## src/rtl/ps2_dev_port.sv

```systemverilog
// PS2 device-side endpoint: generates the link clock, sends held bytes to the host and
// clocks in/ACKs host commands. A single holding register gives tx backpressure via tx_ready_o.
`timescale 1ns/1ps
module ps2_dev_port #(
   parameter int CLK_HALF_US = 40,
   parameter int IDLE_US     = 50,
   parameter int SENSE_US    = 5
) (
   input  logic       clk6x,
   input  logic       reset,
   input  logic       ck1us,
   input  logic [7:0] tx_data_i,
   input  logic       tx_valid_i,
   output logic       tx_ready_o,
   output logic       tx_abort_o,
   output logic       tx_done_o,
   output logic [7:0] rx_data_o,
   output logic       rx_valid_o,
   output logic       rx_err_o,
   output logic       busy_o,
   input  logic       PS2_CLK,
   input  logic       PS2_DATA,
   output logic       PS2_CLKDR,
   output logic       PS2_DATADR
);

   typedef enum logic [2:0] {
      S_IDLE, S_TX_HI, S_TX_LO, S_RX_HI, S_RX_LO, S_ACK_HI, S_ACK_LO
   } state_t;

   state_t      r_state;
   logic [1:0]  r_clk_sy, r_dat_sy;
   logic [7:0]  r_tmr;
   logic [3:0]  r_bit;
   logic [7:0]  r_hold;
   logic        r_full;
   logic [7:0]  r_rx_sh;
   logic        r_rx_par, r_rx_stop;
   logic [7:0]  r_rx_data;
   logic        r_rx_err, r_rx_vld;
   logic        r_done, r_abort;
   logic        r_clkdr, r_datadr;

   logic w_clk, w_dat, w_half_end;

   assign w_clk      = r_clk_sy[1];
   assign w_dat      = r_dat_sy[1];
   assign w_half_end = ck1us && (r_tmr == 8'(CLK_HALF_US - 1));

   assign tx_ready_o = ~r_full;
   assign tx_abort_o = r_abort;
   assign tx_done_o  = r_done;
   assign rx_data_o  = r_rx_data;
   assign rx_valid_o = r_rx_vld;
   assign rx_err_o   = r_rx_err;
   assign busy_o     = (r_state != S_IDLE);
   assign PS2_CLKDR  = r_clkdr;
   assign PS2_DATADR = r_datadr;

   // Frame bit index 0 = start, 1..8 = data LSB first, 9 = odd parity, 10 = stop.
   function automatic logic frame_bit(input logic [7:0] d, input logic [3:0] idx);
      logic b;
      case (idx)
         4'd0:    b = 1'b0;
         4'd9:    b = ~^d;
         4'd10:   b = 1'b1;
         default: b = d[3'(idx - 4'd1)];
      endcase
      return b;
   endfunction

   always_ff @(posedge clk6x or posedge reset) begin
      if (reset) begin
         r_state   <= S_IDLE;
         r_clk_sy  <= 2'b00;
         r_dat_sy  <= 2'b00;
         r_tmr     <= 8'd0;
         r_bit     <= 4'd0;
         r_hold    <= 8'd0;
         r_full    <= 1'b0;
         r_rx_sh   <= 8'd0;
         r_rx_par  <= 1'b0;
         r_rx_stop <= 1'b0;
         r_rx_data <= 8'd0;
         r_rx_err  <= 1'b0;
         r_rx_vld  <= 1'b0;
         r_done    <= 1'b0;
         r_abort   <= 1'b0;
         r_clkdr   <= 1'b0;
         r_datadr  <= 1'b0;
      end else begin
         r_clk_sy <= {r_clk_sy[0], PS2_CLK};
         r_dat_sy <= {r_dat_sy[0], PS2_DATA};
         r_done   <= 1'b0;
         r_abort  <= 1'b0;
         r_rx_vld <= 1'b0;
         if (ck1us) r_tmr <= r_tmr + 8'd1;
         if (tx_valid_i && !r_full) begin
            r_hold <= tx_data_i;
            r_full <= 1'b1;
         end
         case (r_state)
            S_IDLE: begin
               r_clkdr  <= 1'b0;
               r_datadr <= 1'b0;
               if (w_clk && !w_dat) begin
                  r_state <= S_RX_HI;
                  r_bit   <= 4'd0;
                  r_tmr   <= 8'd0;
               end else if (!(w_clk && w_dat)) begin
                  r_tmr <= 8'd0;
               end else if (r_tmr == 8'(IDLE_US)) begin
                  // Idle window saturates so a byte loaded after a long quiet spell goes at once.
                  r_tmr <= r_tmr;
                  if (r_full) begin
                     r_state  <= S_TX_HI;
                     r_bit    <= 4'd0;
                     r_tmr    <= 8'd0;
                     r_datadr <= ~frame_bit(r_hold, 4'd0);
                  end
               end
            end
            S_TX_HI: begin
               if (r_tmr == 8'(SENSE_US) && !w_clk) begin
                  r_state  <= S_IDLE;
                  r_tmr    <= 8'd0;
                  r_clkdr  <= 1'b0;
                  r_datadr <= 1'b0;
                  r_abort  <= 1'b1;
               end else if (w_half_end) begin
                  r_state <= S_TX_LO;
                  r_tmr   <= 8'd0;
                  r_clkdr <= 1'b1;
               end
            end
            S_TX_LO: begin
               if (w_half_end) begin
                  r_tmr   <= 8'd0;
                  r_clkdr <= 1'b0;
                  if (r_bit == 4'd10) begin
                     r_state  <= S_IDLE;
                     r_datadr <= 1'b0;
                     r_done   <= 1'b1;
                     r_full   <= 1'b0;
                  end else begin
                     r_state  <= S_TX_HI;
                     r_bit    <= r_bit + 4'd1;
                     r_datadr <= ~frame_bit(r_hold, r_bit + 4'd1);
                  end
               end
            end
            S_RX_HI: begin
               if (w_half_end) begin
                  r_tmr <= 8'd0;
                  if (!w_clk) begin
                     r_state <= S_IDLE;
                  end else begin
                     r_state <= S_RX_LO;
                     r_clkdr <= 1'b1;
                     if (r_bit < 4'd8)       r_rx_sh   <= {w_dat, r_rx_sh[7:1]};
                     else if (r_bit == 4'd8) r_rx_par  <= w_dat;
                     else                    r_rx_stop <= w_dat;
                  end
               end
            end
            S_RX_LO: begin
               if (w_half_end) begin
                  r_tmr   <= 8'd0;
                  r_clkdr <= 1'b0;
                  if (r_bit != 4'd9) begin
                     r_state <= S_RX_HI;
                     r_bit   <= r_bit + 4'd1;
                  end else if (r_rx_stop) begin
                     r_state  <= S_ACK_HI;
                     r_datadr <= 1'b1;
                  end else begin
                     r_state   <= S_IDLE;
                     r_rx_vld  <= 1'b1;
                     r_rx_data <= r_rx_sh;
                     r_rx_err  <= 1'b1;
                  end
               end
            end
            S_ACK_HI: begin
               if (w_half_end) begin
                  r_state <= S_ACK_LO;
                  r_tmr   <= 8'd0;
                  r_clkdr <= 1'b1;
               end
            end
            default: begin
               if (w_half_end) begin
                  r_state   <= S_IDLE;
                  r_tmr     <= 8'd0;
                  r_clkdr   <= 1'b0;
                  r_datadr  <= 1'b0;
                  r_rx_vld  <= 1'b1;
                  r_rx_data <= r_rx_sh;
                  r_rx_err  <= ~(^{r_rx_sh, r_rx_par});
               end
            end
         endcase
      end
   end

endmodule

```

## config.mk

```make
export PLATFORM = sky130hd
export DESIGN_NAME = ps2_dev_port
export DESIGN_NICKNAME = d
export VERILOG_FILES = /design/src/rtl/ps2_dev_port.sv
export SDC_FILE = /design/constraint.sdc
export NUM_CORES = 1
export LEC_CHECK = 0
export BUFFER_PORTS_ARGS = -buffer_cell sky130_fd_sc_hd__clkbuf_2
export CAP_MARGIN = 25
export CORE_ASPECT_RATIO = 0.7
export CORE_UTILIZATION = 30
export DETAILED_ROUTE_END_ITERATION = 8
export HOLD_SLACK_MARGIN = 0.02
export PLACE_DENSITY = 0.53
export SYNTH_ARGS = -nofsm -noshare
export SYNTH_HDL_FRONTEND = slang
export SYNTH_SLANG_ARGS = --single-unit
```

## constraint.sdc

```tcl
create_clock -name clk6x -period 2.1 [get_ports clk6x]
set_input_delay 0.42 -clock clk6x [delete_from_list [all_inputs] [get_ports clk6x]]
set_output_delay 0.42 -clock clk6x [all_outputs]
set_load 0.005 [all_outputs]
```

-- Yosys cells after proc, flatten, opt, wreduce, memory -nomap -nowiden
Index checks and enable logic that the tools add are counted.
Widths: inputs -> output; s select.
- register bits: 52
- bits of input ports: 14
- output and inout port bits: 16
- add/sub/neg operators: 3
- order comparisons: 2
- equality and inequality tests: 29
- multiplexer cells: 85
- bitwise logic cells: 8
- reduce and logical (&&, ||, !) cells: 26
- operators by type and width (cell ; number):
    $mux 8 ; 11
    $mux 1 ; 42
    $mux 3 ; 14
    $mux 4 ; 8
    $pmux 8 s2 ; 2
    $ne 2x2->1 const B ; 11
    $pmux 3 s6 ; 1
    $eq 4x4->1 const B ; 4
    $eq 8x6->1 const B ; 2
    $ne 3x3->1 const B ; 4
    $pmux 4 s3 ; 1
    $reduce_and 5->1 ; 2
    $reduce_and 9->1 ; 1
    $reduce_bool 3->1 ; 3
    $reduce_xor 9->1 ; 1
    $add 8x1->8 const B ; 1
    $eq 8x3->1 const B ; 1
    $not 1->1 ; 8
    $reduce_and 4->1 ; 2
    $reduce_and 8->1 ; 1
    $reduce_xnor 8->1 ; 1
    $reduce_and 7->1 ; 1
    $eq 3x2->1 const B ; 2
    $eq 3x3->1 const B ; 2
    20 further kinds ; 27

-- Longest topological paths before layout
- depth in word-level cells: 12
- depth in mapped cells: 8

-- Worst setup path after synthesis
OpenSTA, ideal clock, no wires.
- path type: register to register
- start point: reg r_tmr[1]
- end point: reg r_state[0]
- library setup time: 0.125 ns
- data arrival time: 1.860 ns
- data required time: 1.975 ns
- path slack: 0.116 ns
- cell stages (with the launch flop): 8
- path buffers: 0
- period minus slack after synthesis: 1.984 ns
- cell sequence: dfrtp_1 > inv_1 > ha_1 > or3b_2 > o31ai_1 > a31oi_1 > nor2_1 > mux2_2
- word-level cells in the longest chain between the ends: 4
- elaborated cells between the ends (all ways): 15
- classes of those cells: 9 x eq/ne; 2 x mux; 4 x reduce/logical
- RTL lines (item ; line ; text):
    from (decl) ; 33 ; logic [7:0] r_tmr;
    from (signal assigned) ; 97 ; if (ck1us) r_tmr <= r_tmr + 8'd1;
    from (signal assigned) ; 114 ; r_tmr <= r_tmr;
    $eq 8x6->1 or $eq 8x3->1 (tied branches) ; 48, 124 ;
    $logic_and 1x1->1, on equally long branches ; 48, 124 ;
    $ne 3x3->1 (no line) (tied with other cells) ; -- ;
    $reduce_and 9->1 (no line) or $pmux 3 s6 (tied branches) ; -- ;
    to (signal assigned) ; 74 ; r_state <= S_IDLE;
    to (signal assigned) ; 107 ; r_state <= S_RX_HI;
    to (signal assigned) ; 116 ; r_state <= S_TX_HI;
    to (decl) ; 31 ; state_t r_state;
Several ways; a longest one is shown, not always the timed one.
A chain may end at the register's enable or synchronous reset.

-- Worst setup path in the final report
- start point: reg r_state[1]
- end point: out busy_o
- word-level cells in the longest chain between the ends: 1
- RTL lines (item ; line ; text):
    $reduce_bool 3->1 ; 56 ; assign busy_o = (r_state != S_IDLE);
    to (decl) ; 20 ; output logic busy_o,
Every way passes these cells.

==> impl_metrics.tcl <==
set metrics [dict create \
    cts_hold_buf 0 \
    antenna_found_initial 0 \
    cp_cell_sequence "nor3_1 -> inv_1 -> clkbuf_2" \
    ant_nets 0 \
    worst-endpoint-arrival_ps 1590 \
    ys.flop_type "dfrtp_1" \
    fin_crit_ps 2012 \
    worstMarginPinSlew_ps 450.0 \
    synthArstFlopShare_pct 100.0 \
    rows 29 \
    drt_iter0_markers 111 \
    wirelength_microns 6268 \
    h-tree-depth 2 \
    finClkSkew_ps 7.393 \
    cp_slowest_cell "dfrtp_1" \
    synth.avg_cell_area_sq_um 11.00 \
    cts_root_buf "clkbuf_16" \
    io_pins 30 \
    max_cap_violations 0 \
    layoutNonFillerInstCount 442 \
    drv_slew 0 \
    via_count 2212 \
    grt_usage_pct 13.55 \
    synth.area.top_cells "dfrtp_1, mux2_2, xnor2_1" \
    cp.required_ps 1680 \
    synth-adder-area-share_pct 3.835 \
    startpoint_type "register" \
    mostFrequentLayoutCell "dfrtp_1" \
    synth_seq_cells 52 \
    dr.pass1.iters 5 \
    worstReg2RegStart "r_tmr[7]" \
    grt_pass1_wl_microns 10660 \
    r2r_slack_ps 110 \
    seqCellArea_sq_mm 0.001301 \
    timing_worst_setup_path_type "reg2out" \
    seq_area_frac_synth_pct 44.31 \
    yosys_warnings 0 \
    nets 340 \
    max_stage_delay_ps 550 \
    fillerInstances 939 \
    clk_path_buf_depth 2 \
    ys_types 59 \
    multi_input_area_sq_mm 0.001524 \
    cp_max_fo 14 \
    cts_tree "yes" \
    end_kind "primary output" \
    syn_inst 267 \
    reg2reg_to "r_state[1]" \
    synthMuxAreaShare_pct 13.21 \
    hold_class "in2async" \
    die_y_microns 84.78 \
    synthXorXnorAreaFrac_pct 7.158 \
    first_global_vias 2044 \
    fmax_mhz 497.0 \
    gp_congestion 0.8262 \
    synth_simple_gate_area_share_pct 15.08 \
    p_leak_nw 1.596 \
    yosysTopAreaCell "dfrtp_1" \
    place_inst 433 \
    drc 0 \
    syn_area_sq_mm 0.002937 \
    grt_overflow 0 \
    core_area_sq_mm 0.009289 \
    slew_headroom_pct 69.77 \
    peakVddDrop_v 0.0003127 \
    fin_util_pct 38.07 \
    synth_compound_area_share_pct 12.14 \
    cts_num_sinks 52 \
    dp_hpwl_microns 4724 \
    grt_start_max_net_pins 53 \
    die_w_microns 120.3 \
    setup_tns_ps 0 \
    die_area_sq_mm 0.01019 \
    io_buffer_count 29 \
    diodes 0 \
    insertion_delay_ps 300 \
    synth_edf_count 0 \
    path_clk_slew_ps 70 \
    power_per_cell_area_mw_per_mm2 877.6 \
    area_growth_pct 20.41 \
    synth_top_family_by_area "simple AND/OR/NAND/NOR gates" \
    cts_buffers 5 \
    synth_top_area_share_pct 44.31 \
    final_cell_mix "dfrtp_1, clkbuf_2, mux2_2, nor2_1, buf_4" \
    hold_viol_final 0 \
    initial_utilization_pct 31.61 \
    finalSetupViolCount 0 \
    reg2reg_depth 5 \
    status "finished, final reports clean" \
    period_share_pct 95.80 \
    vias_per_cell 5.005 \
    drive_gt1_share_pct 34.59 \
    wl_per_cell_microns 14.18 \
    syn-num-nets 290 \
]
[worst max path at each step]
stage               startpoint          to  slack, ps
finish              r_state[1]      busy_o         90
global route          r_tmr[1]    r_tmr[7]        -20
CTS                   r_tmr[1]  r_state[1]         10
detailed placement    r_tmr[1]  r_state[1]         20
global placement      r_tmr[1]  r_state[0]         60
floorplan             r_tmr[1]  r_state[0]        120
[final cells by class]
type | instances | share of cell area (%)
inverters | 14 | 1.486
multi-input cells | 192 | 43.10
repair buffers | 52 | 10.05
well taps | 124 | 4.388
clock buffers | 5 | 3.539
clock inverters | 3 | 0.6369
flip-flops and latches | 52 | 36.80
[kinds of logic after synthesis]
logic type / count (synthesis)
fa+ha+maj: 9
simple gates: 73
mux: 34
compound gates: 52
buf+inv: 23
xor+xnor: 24
flops: 52
[cells in the mapped netlist (all sizes together) (3+ instances only)]
cell and instances:
o21ai 8, a21oi 8, nor2 21, a41oi 3, a21o 3, ha 9, mux2 28, nand3b 3
nor2b 3, dfrtp 52, nor3 8, mux2i 5, nand3 4, buf 3, xor2 5, clkbuf 6
o31ai 6, and2 4, xnor2 19, inv 14, nand2 9, a31oi 8, nand4 4
[worst max-delay path: cells and delay by family (launching register included)]
family                 cells  cell delay (ps)
and+or+nand+nor            1              470
DFF                        1              550
buffers and inverters      2              290
[through the flow]
stage	setup WS (ps)	instance area [sq um]	hold WS, ps	power, mW
6_report	88.10	3536	140.0	3.103
3_3_place_gp	59.76	3367	334.5	2.269
2_1_floorplan	115.7	2937	331.2	1.980
4_1_cts	11.28	3520	152.0	3.120
5_1_grt	-15.92	3536	158.9	3.312
3_5_place_dp	15.64	3367	335.8	2.269
[state kept, by name, indices dropped and copies added (netlist names)]
name and count:
PS2_CLKDR 1, tx_done_o 1, rx_valid_o 1, tx_abort_o 1, r_full 1, rx_data_o 8
r_state 3, r_rx_sh 8, PS2_DATADR 1, r_hold 8, r_bit 4, rx_err_o 1
r_clk_sy 2, r_rx_stop 1, r_tmr 8, r_rx_par 1, r_dat_sy 2
[per-layer routing]
layer | wire (microns) | up-vias | global-route usage, %
met4 | 71 | 0 | 3.704
met5 | 0 | - | 0
met1 | 3305 | 1088 | 21.31
met3 | 375 | 7 | 3.533
met2 | 2515 | 51 | 17.76
li1 | - | 1066 | -
[where the power goes]
part           switching (mW)  leakage (nW)  total [mW]  internal [mW]
Combinational           0.542         0.834        1.01          0.471
Clock                   0.378        0.0742       0.825          0.446
Sequential              0.163         0.688        1.27           1.10
Total                    1.08          1.60        3.10           2.02
[timing repair]
action                                  in CTS  in global routing
resized for setup                            1                  5
endpoints found under the setup margin       1                 14
buffers inserted                             0                  1
cloned                                       0                  0
Power figures use the tool's default switching activity.
